==> config.mk <==
export PLATFORM = sky130hd
export DESIGN_NAME = seg7_scan_decoder_flat
export DESIGN_NICKNAME = d
export VERILOG_FILES = /design/src/rtl/seg7_scan_decoder_if.sv /design/src/rtl/seg7_scan_decoder.sv /design/src/flat_wrapper.sv
export SDC_FILE = /design/constraint.sdc
export NUM_CORES = 1
export LEC_CHECK = 0
export ABC_AREA = 1
export CAP_MARGIN = 10
export CORE_MARGIN = 2
export CORE_UTILIZATION = 40
export DETAILED_ROUTE_END_ITERATION = 16
export HOLD_SLACK_MARGIN = 0.02
export PLACE_DENSITY = 0.65
export SLEW_MARGIN = 20
export SYNTH_ARGS = -nofsm -noshare
export SYNTH_HDL_FRONTEND = slang
export SYNTH_SLANG_ARGS = --single-unit
export TNS_END_PERCENT = 20
==> constraint.sdc <==
create_clock -name clk -period 5.39 [get_ports clk]
set_input_delay 1.078 -clock clk [delete_from_list [all_inputs] [get_ports clk]]
set_output_delay 1.078 -clock clk [all_outputs]
set_load 0.1 [all_outputs]
==> src/rtl/seg7_scan_decoder_if.sv <==
`default_nettype none
// ============================================================================
//  Module   : seg7_scan_decoder_if
//  Purpose  : Display-pin inputs, decoded digit outputs and frame handshake
//  Revision : 1.0  initial release
// ============================================================================
interface seg7_scan_decoder_if #(
   parameter int DIGITS = 4
);
   logic [6:0]          seg_in;
   logic [DIGITS-1:0]   an_in;
   logic [4*DIGITS-1:0] hex_out;
   logic [DIGITS-1:0]   dig_valid;
   logic [DIGITS-1:0]   err;
   logic [4*DIGITS-1:0] frame_hex;
   logic                frame_vld;
   logic                frame_rdy;
   logic                overrun;

   modport master (
      output seg_in, an_in, frame_rdy,
      input  hex_out, dig_valid, err, frame_hex, frame_vld, overrun
   );

   modport slave (
      input  seg_in, an_in, frame_rdy,
      output hex_out, dig_valid, err, frame_hex, frame_vld, overrun
   );
endinterface
`default_nettype wire

==> src/rtl/seg7_scan_decoder.sv <==
`default_nettype none
// ============================================================================
//  Module   : seg7_scan_decoder
//  Purpose  : Qualifies multiplexed 7-segment digits, decodes them to hex and
//             publishes complete frames on a valid/ready handshake
//  Revision : 1.0  initial release
// ============================================================================
module seg7_scan_decoder #(
   parameter int DIGITS     = 4,
   parameter int STABLE_CYC = 4
) (
   input  wire logic          clk,
   input  wire logic          rst,
   seg7_scan_decoder_if.slave bus
);

   localparam int CW = $clog2(STABLE_CYC + 1);
   localparam int IW = (DIGITS > 1) ? $clog2(DIGITS) : 1;
   localparam logic [CW-1:0] c_stable = CW'(STABLE_CYC);
   localparam logic [CW-1:0] c_one    = CW'(1);

   typedef enum logic [1:0] {
      S_IDLE   = 2'd0,
      S_SETTLE = 2'd1,
      S_HELD   = 2'd2
   } state_t;

   state_t              r_state;
   logic [CW-1:0]       r_cnt;
   logic [6:0]          r_seg_s1, r_seg_s2, r_seg_prev;
   logic [DIGITS-1:0]   r_an_s1, r_an_s2, r_an_prev;
   logic [4*DIGITS-1:0] r_hex;
   logic [DIGITS-1:0]   r_valid;
   logic [DIGITS-1:0]   r_err;
   logic [DIGITS-1:0]   r_seen;
   logic [4*DIGITS-1:0] r_frame_hex;
   logic                r_frame_vld;
   logic                r_overrun;

   logic [DIGITS-1:0]   w_an_low;
   logic                w_one_low;
   logic                w_changed;
   logic                w_accept;
   logic [IW-1:0]       w_idx;
   logic [4:0]          w_dec;
   logic [4*DIGITS-1:0] w_hex_next;
   logic [DIGITS-1:0]   w_valid_next;
   logic [DIGITS-1:0]   w_err_next;
   logic [DIGITS-1:0]   w_seen_next;
   logic                w_frame_done;

   // Returns {legal, value}; segment lines are active-low, bit 6 = g.
   function automatic logic [4:0] f_decode(input logic [6:0] seg);
      logic [4:0] v;
      case (seg)
         7'h40:   v = 5'h10;
         7'h79:   v = 5'h11;
         7'h24:   v = 5'h12;
         7'h30:   v = 5'h13;
         7'h19:   v = 5'h14;
         7'h12:   v = 5'h15;
         7'h02:   v = 5'h16;
         7'h78:   v = 5'h17;
         7'h00:   v = 5'h18;
         7'h10:   v = 5'h19;
         7'h08:   v = 5'h1A;
         7'h03:   v = 5'h1B;
         7'h46:   v = 5'h1C;
         7'h21:   v = 5'h1D;
         7'h06:   v = 5'h1E;
         7'h0E:   v = 5'h1F;
         default: v = 5'h00;
      endcase
      return v;
   endfunction

   assign w_an_low  = ~r_an_s2;
   assign w_one_low = (w_an_low != '0) && ((w_an_low & (w_an_low - DIGITS'(1))) == '0);
   assign w_changed = (r_seg_s2 != r_seg_prev) || (r_an_s2 != r_an_prev);
   assign w_accept  = (r_state == S_SETTLE) && !w_changed && ((r_cnt + c_one) == c_stable);

   always_comb begin
      w_idx = '0;
      for (int i = 0; i < DIGITS; i++) begin
         if (w_an_low[i]) w_idx = IW'(i);
      end
   end

   always_comb begin
      w_dec        = f_decode(r_seg_s2);
      w_hex_next   = r_hex;
      w_valid_next = r_valid;
      w_err_next   = r_err;
      w_seen_next  = r_seen;
      if (w_accept) begin
         w_seen_next[w_idx] = 1'b1;
         if (w_dec[4]) begin
            w_hex_next[{w_idx, 2'b00} +: 4] = w_dec[3:0];
            w_valid_next[w_idx]             = 1'b1;
            w_err_next[w_idx]               = 1'b0;
         end else if (r_seg_s2 == 7'h7F) begin
            w_valid_next[w_idx] = 1'b0;
            w_err_next[w_idx]   = 1'b0;
         end else begin
            w_err_next[w_idx] = 1'b1;
         end
      end
   end

   assign w_frame_done = w_accept && (w_seen_next == '1);

   always_ff @(posedge clk or posedge rst) begin
      if (rst) begin
         r_state     <= S_IDLE;
         r_cnt       <= '0;
         r_seg_s1    <= 7'h7F;
         r_seg_s2    <= 7'h7F;
         r_seg_prev  <= 7'h7F;
         r_an_s1     <= '1;
         r_an_s2     <= '1;
         r_an_prev   <= '1;
         r_hex       <= '0;
         r_valid     <= '0;
         r_err       <= '0;
         r_seen      <= '0;
         r_frame_hex <= '0;
         r_frame_vld <= 1'b0;
         r_overrun   <= 1'b0;
      end else begin
         r_seg_s1   <= bus.seg_in;
         r_seg_s2   <= r_seg_s1;
         r_seg_prev <= r_seg_s2;
         r_an_s1    <= bus.an_in;
         r_an_s2    <= r_an_s1;
         r_an_prev  <= r_an_s2;

         case (r_state)
            S_IDLE: begin
               if (w_one_low) begin
                  r_state <= S_SETTLE;
                  r_cnt   <= c_one;
               end else begin
                  r_cnt   <= '0;
               end
            end
            S_SETTLE: begin
               if (w_changed) begin
                  if (w_one_low) begin
                     r_cnt   <= c_one;
                  end else begin
                     r_state <= S_IDLE;
                     r_cnt   <= '0;
                  end
               end else if (w_accept) begin
                  r_state <= S_HELD;
                  r_cnt   <= c_stable;
               end else begin
                  r_cnt   <= r_cnt + c_one;
               end
            end
            S_HELD: begin
               if (w_changed) begin
                  if (w_one_low) begin
                     r_state <= S_SETTLE;
                     r_cnt   <= c_one;
                  end else begin
                     r_state <= S_IDLE;
                     r_cnt   <= '0;
                  end
               end
            end
            default: begin
               r_state <= S_IDLE;
               r_cnt   <= '0;
            end
         endcase

         r_hex   <= w_hex_next;
         r_valid <= w_valid_next;
         r_err   <= w_err_next;

         // A completing frame wins over the handshake: it reloads the snapshot in the same cycle.
         if (w_frame_done) begin
            r_seen <= '0;
            if (!r_frame_vld || bus.frame_rdy) begin
               r_frame_hex <= w_hex_next;
               r_frame_vld <= 1'b1;
               r_overrun   <= 1'b0;
            end else begin
               r_overrun   <= 1'b1;
            end
         end else begin
            r_seen <= w_seen_next;
            if (r_frame_vld && bus.frame_rdy) begin
               r_frame_vld <= 1'b0;
               r_overrun   <= 1'b0;
            end
         end
      end
   end

   assign bus.hex_out   = r_hex;
   assign bus.dig_valid = r_valid;
   assign bus.err       = r_err;
   assign bus.frame_hex = r_frame_hex;
   assign bus.frame_vld = r_frame_vld;
   assign bus.overrun   = r_overrun;

endmodule
`default_nettype wire

==> src/flat_wrapper.sv <==
// flat-port wrapper written by rule: the top's interface ports become plain ports
module seg7_scan_decoder_flat 
#(
   parameter int DIGITS     = 4,
   parameter int STABLE_CYC = 4
)
  (clk, rst, bus_seg_in, bus_an_in, bus_frame_rdy, bus_hex_out, bus_dig_valid, bus_err, bus_frame_hex, bus_frame_vld, bus_overrun);
  seg7_scan_decoder_if #(.DIGITS(DIGITS)) bus_i ();
  input  wire logic clk;
  input  wire logic rst;
  input wire logic [$bits(bus_i.seg_in)-1:0] bus_seg_in;
  input wire logic [$bits(bus_i.an_in)-1:0] bus_an_in;
  input wire logic [$bits(bus_i.frame_rdy)-1:0] bus_frame_rdy;
  output wire logic [$bits(bus_i.hex_out)-1:0] bus_hex_out;
  output wire logic [$bits(bus_i.dig_valid)-1:0] bus_dig_valid;
  output wire logic [$bits(bus_i.err)-1:0] bus_err;
  output wire logic [$bits(bus_i.frame_hex)-1:0] bus_frame_hex;
  output wire logic [$bits(bus_i.frame_vld)-1:0] bus_frame_vld;
  output wire logic [$bits(bus_i.overrun)-1:0] bus_overrun;
  assign bus_i.seg_in = bus_seg_in;
  assign bus_i.an_in = bus_an_in;
  assign bus_i.frame_rdy = bus_frame_rdy;
  assign bus_hex_out = bus_i.hex_out;
  assign bus_dig_valid = bus_i.dig_valid;
  assign bus_err = bus_i.err;
  assign bus_frame_hex = bus_i.frame_hex;
  assign bus_frame_vld = bus_i.frame_vld;
  assign bus_overrun = bus_i.overrun;
  seg7_scan_decoder #(.DIGITS(DIGITS), .STABLE_CYC(STABLE_CYC)) u_core (.clk(clk), .rst(rst), .bus(bus_i));
endmodule
==> metrics.txt <==
fraction of layout cells with a size suffix above 1 11.11%; crit-path max cell delay 0.65 ns; drt pass-1 iters 4; Post-Syn Instances 464; clk root buf clkbuf_8; Synth async-reset ratio 100.0%; Worst slew margin 34.70%; CTS tree done; Synth Net Count 488; top-count cell post-synth nand2_1; sequential fraction of the synthesis area 55.29%; synth top area cells dfrtp_1 33%, dfstp_2 22%, nand2_1 17%; wire length per cell 12.31 µm; Initial Utilization 41.56%; area of the mapped netlist 3876 µm²; worst slew pin tran 0.9765 ns; status finished, final reports clean; maximum vdd ir drop 0.1480 mV; Warnings, synthesis 0; Vias/cell 4.756; nets 550; Setup Fix Bufs, Post-CTS 0; total wire length 8125 µm; CORE AREA 9328 µm²; Hold Crit Start u_core.r_seg_s1[6]$_DFF_PP1_; Starting DRT DRC Count 159; Worst Setup Path Type reg -> reg; Vias 3139; hold_buf cts 0; final hold violation count 0; # diodes 0; Non-Filler Instances 660; Data arrival, critical path 3.34 ns; crit path max fanout 8; total CTS buffers 9; CTS clk-pin slew, worst paths 0.08 ns; first-pass GRT wire length 13810 µm; Most used DFF post-synth dfrtp_1; cts repair resizes 0; HP Class reg -> reg; initial antenna violation count 0; dpl hpwl 6061 µm; worst path cell trace inv_1, o21ai_0, inv_1, ha_1, inv_1, nor3_1, nand4_1, nand2_1, nand3_1, nand2_1; total grt overflow 0; die height 102.4 µm; Synth cell types 24; CP most frequent cell inv_1; #FFs+latches synth 84; dpl ws 2.374 ns; top cell type's share of synthesized area 32.92%; CP endpoint kind register; clk buf depth 2; Max-Cap Viols 0; pin count of the biggest net entering global routing 52; number of synthesized flops with an enable pin 0; ANT nets after route 0; GPL Wtd Cong 0.9010; RSZ-0062 raised after global routing no; Std-Cell Rows 35; top cells by count, synth 173 x nand2_1, 51 x dfrtp_1, 48 x inv_1, 48 x nor2_1, 33 x dfstp_2; critical path's top delay family simple AND/OR/NAND/NOR gates; Fin Setup TNS 0 ns; Clock Sinks 84; Synth area leader dfrtp_1; Port Buffers 55; setup violators final 0; I/O pins 56; die area 10490 µm²; Post-route DRC 0; Slowest-stage cell, CP o21ai_0; Avg Cell Area, Syn 8.354 µm²; Power Density 256.1 nW/µm²; Final min period 3.038 ns; element type at the critical path start register; layout filler cell count 881; Fmax 329.2 MHz; Leak 0.002387 µW; FF-to-FF Start u_core.r_an_s2[2]$_DFF_PP1_; CTS H-tree lvls 3; crit share post-route 56.36%; Setup Skew 0.01249 ns; total power 1219 µW; DP Cell Count 644; layout overhead on the synthesized area 22.79%; vias in the first global route 2999; Final WS setup 2.352 ns; Slew Limit Fails 0; CP Data Required Time 5.70 ns; worst-skew pair later-pin latency 0.36 ns; beginning of the critical path u_core.r_an_s2[2]$_DFF_PP1_; gr usage total 16.95%; Die Width 102.4 µm; Buf/Inv on CP 3
-- cell families (layout without fill, tap and decap cells) --
family / Yosys count / after routing / synth area share, %
AND/OR/NAND/NOR: 277 / 277 / 30.05
flip-flops: 84 / 84 / 55.29
buffers and inverters: 56 / 123 / 5.649
AO/OA/AOI/OAI: 31 / 31 / 4.422
adder cells (fa/ha/maj): 10 / 10 / 3.228
XOR/XNOR: 6 / 6 / 1.356
-- sequential cells by signal (all words and copies together), names as in the netlist, 3 cells and up, named ones only --
| name | count |
|---|---|
| u_core.bus.frame_hex | 16 |
| u_core.bus.hex_out | 16 |
| u_core.r_an_prev | 4 |
| u_core.r_an_s1 | 4 |
| u_core.r_an_s2 | 4 |
| u_core.r_cnt | 3 |
| u_core.r_seen | 4 |
| u_core.r_seg_prev | 7 |
| u_core.r_seg_s1 | 7 |
| u_core.r_seg_s2 | 7 |
-- cells in the final DEF (no fill, tap or decap), drive strengths merged, types with 13 or more instances in the layout --
cell	synthesis	routed
clkbuf	0	13
clkdlybuf4s50	0	55
dfrtp	51	51
dfstp	33	33
inv	51	51
nand2	174	174
nand3	26	26
nand4	21	21
nor2	51	51
o21ai	22	22
-- final timing paths --
check | cells after the start | slack [ns] | endpoint
max in group asynchronous | 3 | 3.28 | u_core.r_an_prev[3]$_DFF_PP1_
min reg2reg | 0 | 0.35 | u_core.r_seg_s2[6]$_DFF_PP1_
max | 10 | 2.35 | u_core.bus.frame_hex[3]$_DFFE_PP0P_
min | 0 | 0.35 | u_core.r_seg_s2[6]$_DFF_PP1_
min in group asynchronous | 2 | 1.17 | u_core.bus.frame_hex[8]$_DFFE_PP0P_
max reg2reg | 10 | 2.35 | u_core.bus.frame_hex[3]$_DFFE_PP0P_
-- report_power, final --
group          leakage (µW)  internal, µW  total (µW)  switching [µW]
Combinational       0.00123          35.6         112            76.8
Sequential          0.00106           660         675            15.2
Clock             0.0000991           209         431             222
-- per-stage QoR --
stage	hold WS (ns)	util [%]	area, µm²
2_1_floorplan	0.3452	-	3876
3_3_place_gp	0.3456	48.99	4569
6_report	0.3522	51.03	4760
3_5_place_dp	0.3468	48.99	4569
4_1_cts	0.3554	51.03	4760
5_1_grt	0.3618	51.03	4760
-- layer usage --
metal	routed length (µm)	GRT usage, %
met5	0	0
met4	144	7.282
met3	294	3.352
met2	3847	25.64
met1	3837	23.78
-- final cells by class --
class                      instances  area, µm²  share of cell area [%]
inverter                          51      192.7                   4.048
tap                              129      161.4                   3.391
clock buffer                      13      170.2                   3.575
timing repair buffer              56      558.0                   11.72
multi-input combinational        324       1514                   31.81
clock inverter                     3      20.02                  0.4206
sequential                        84       2143                   45.03
Power figures use the tool's default switching activity.
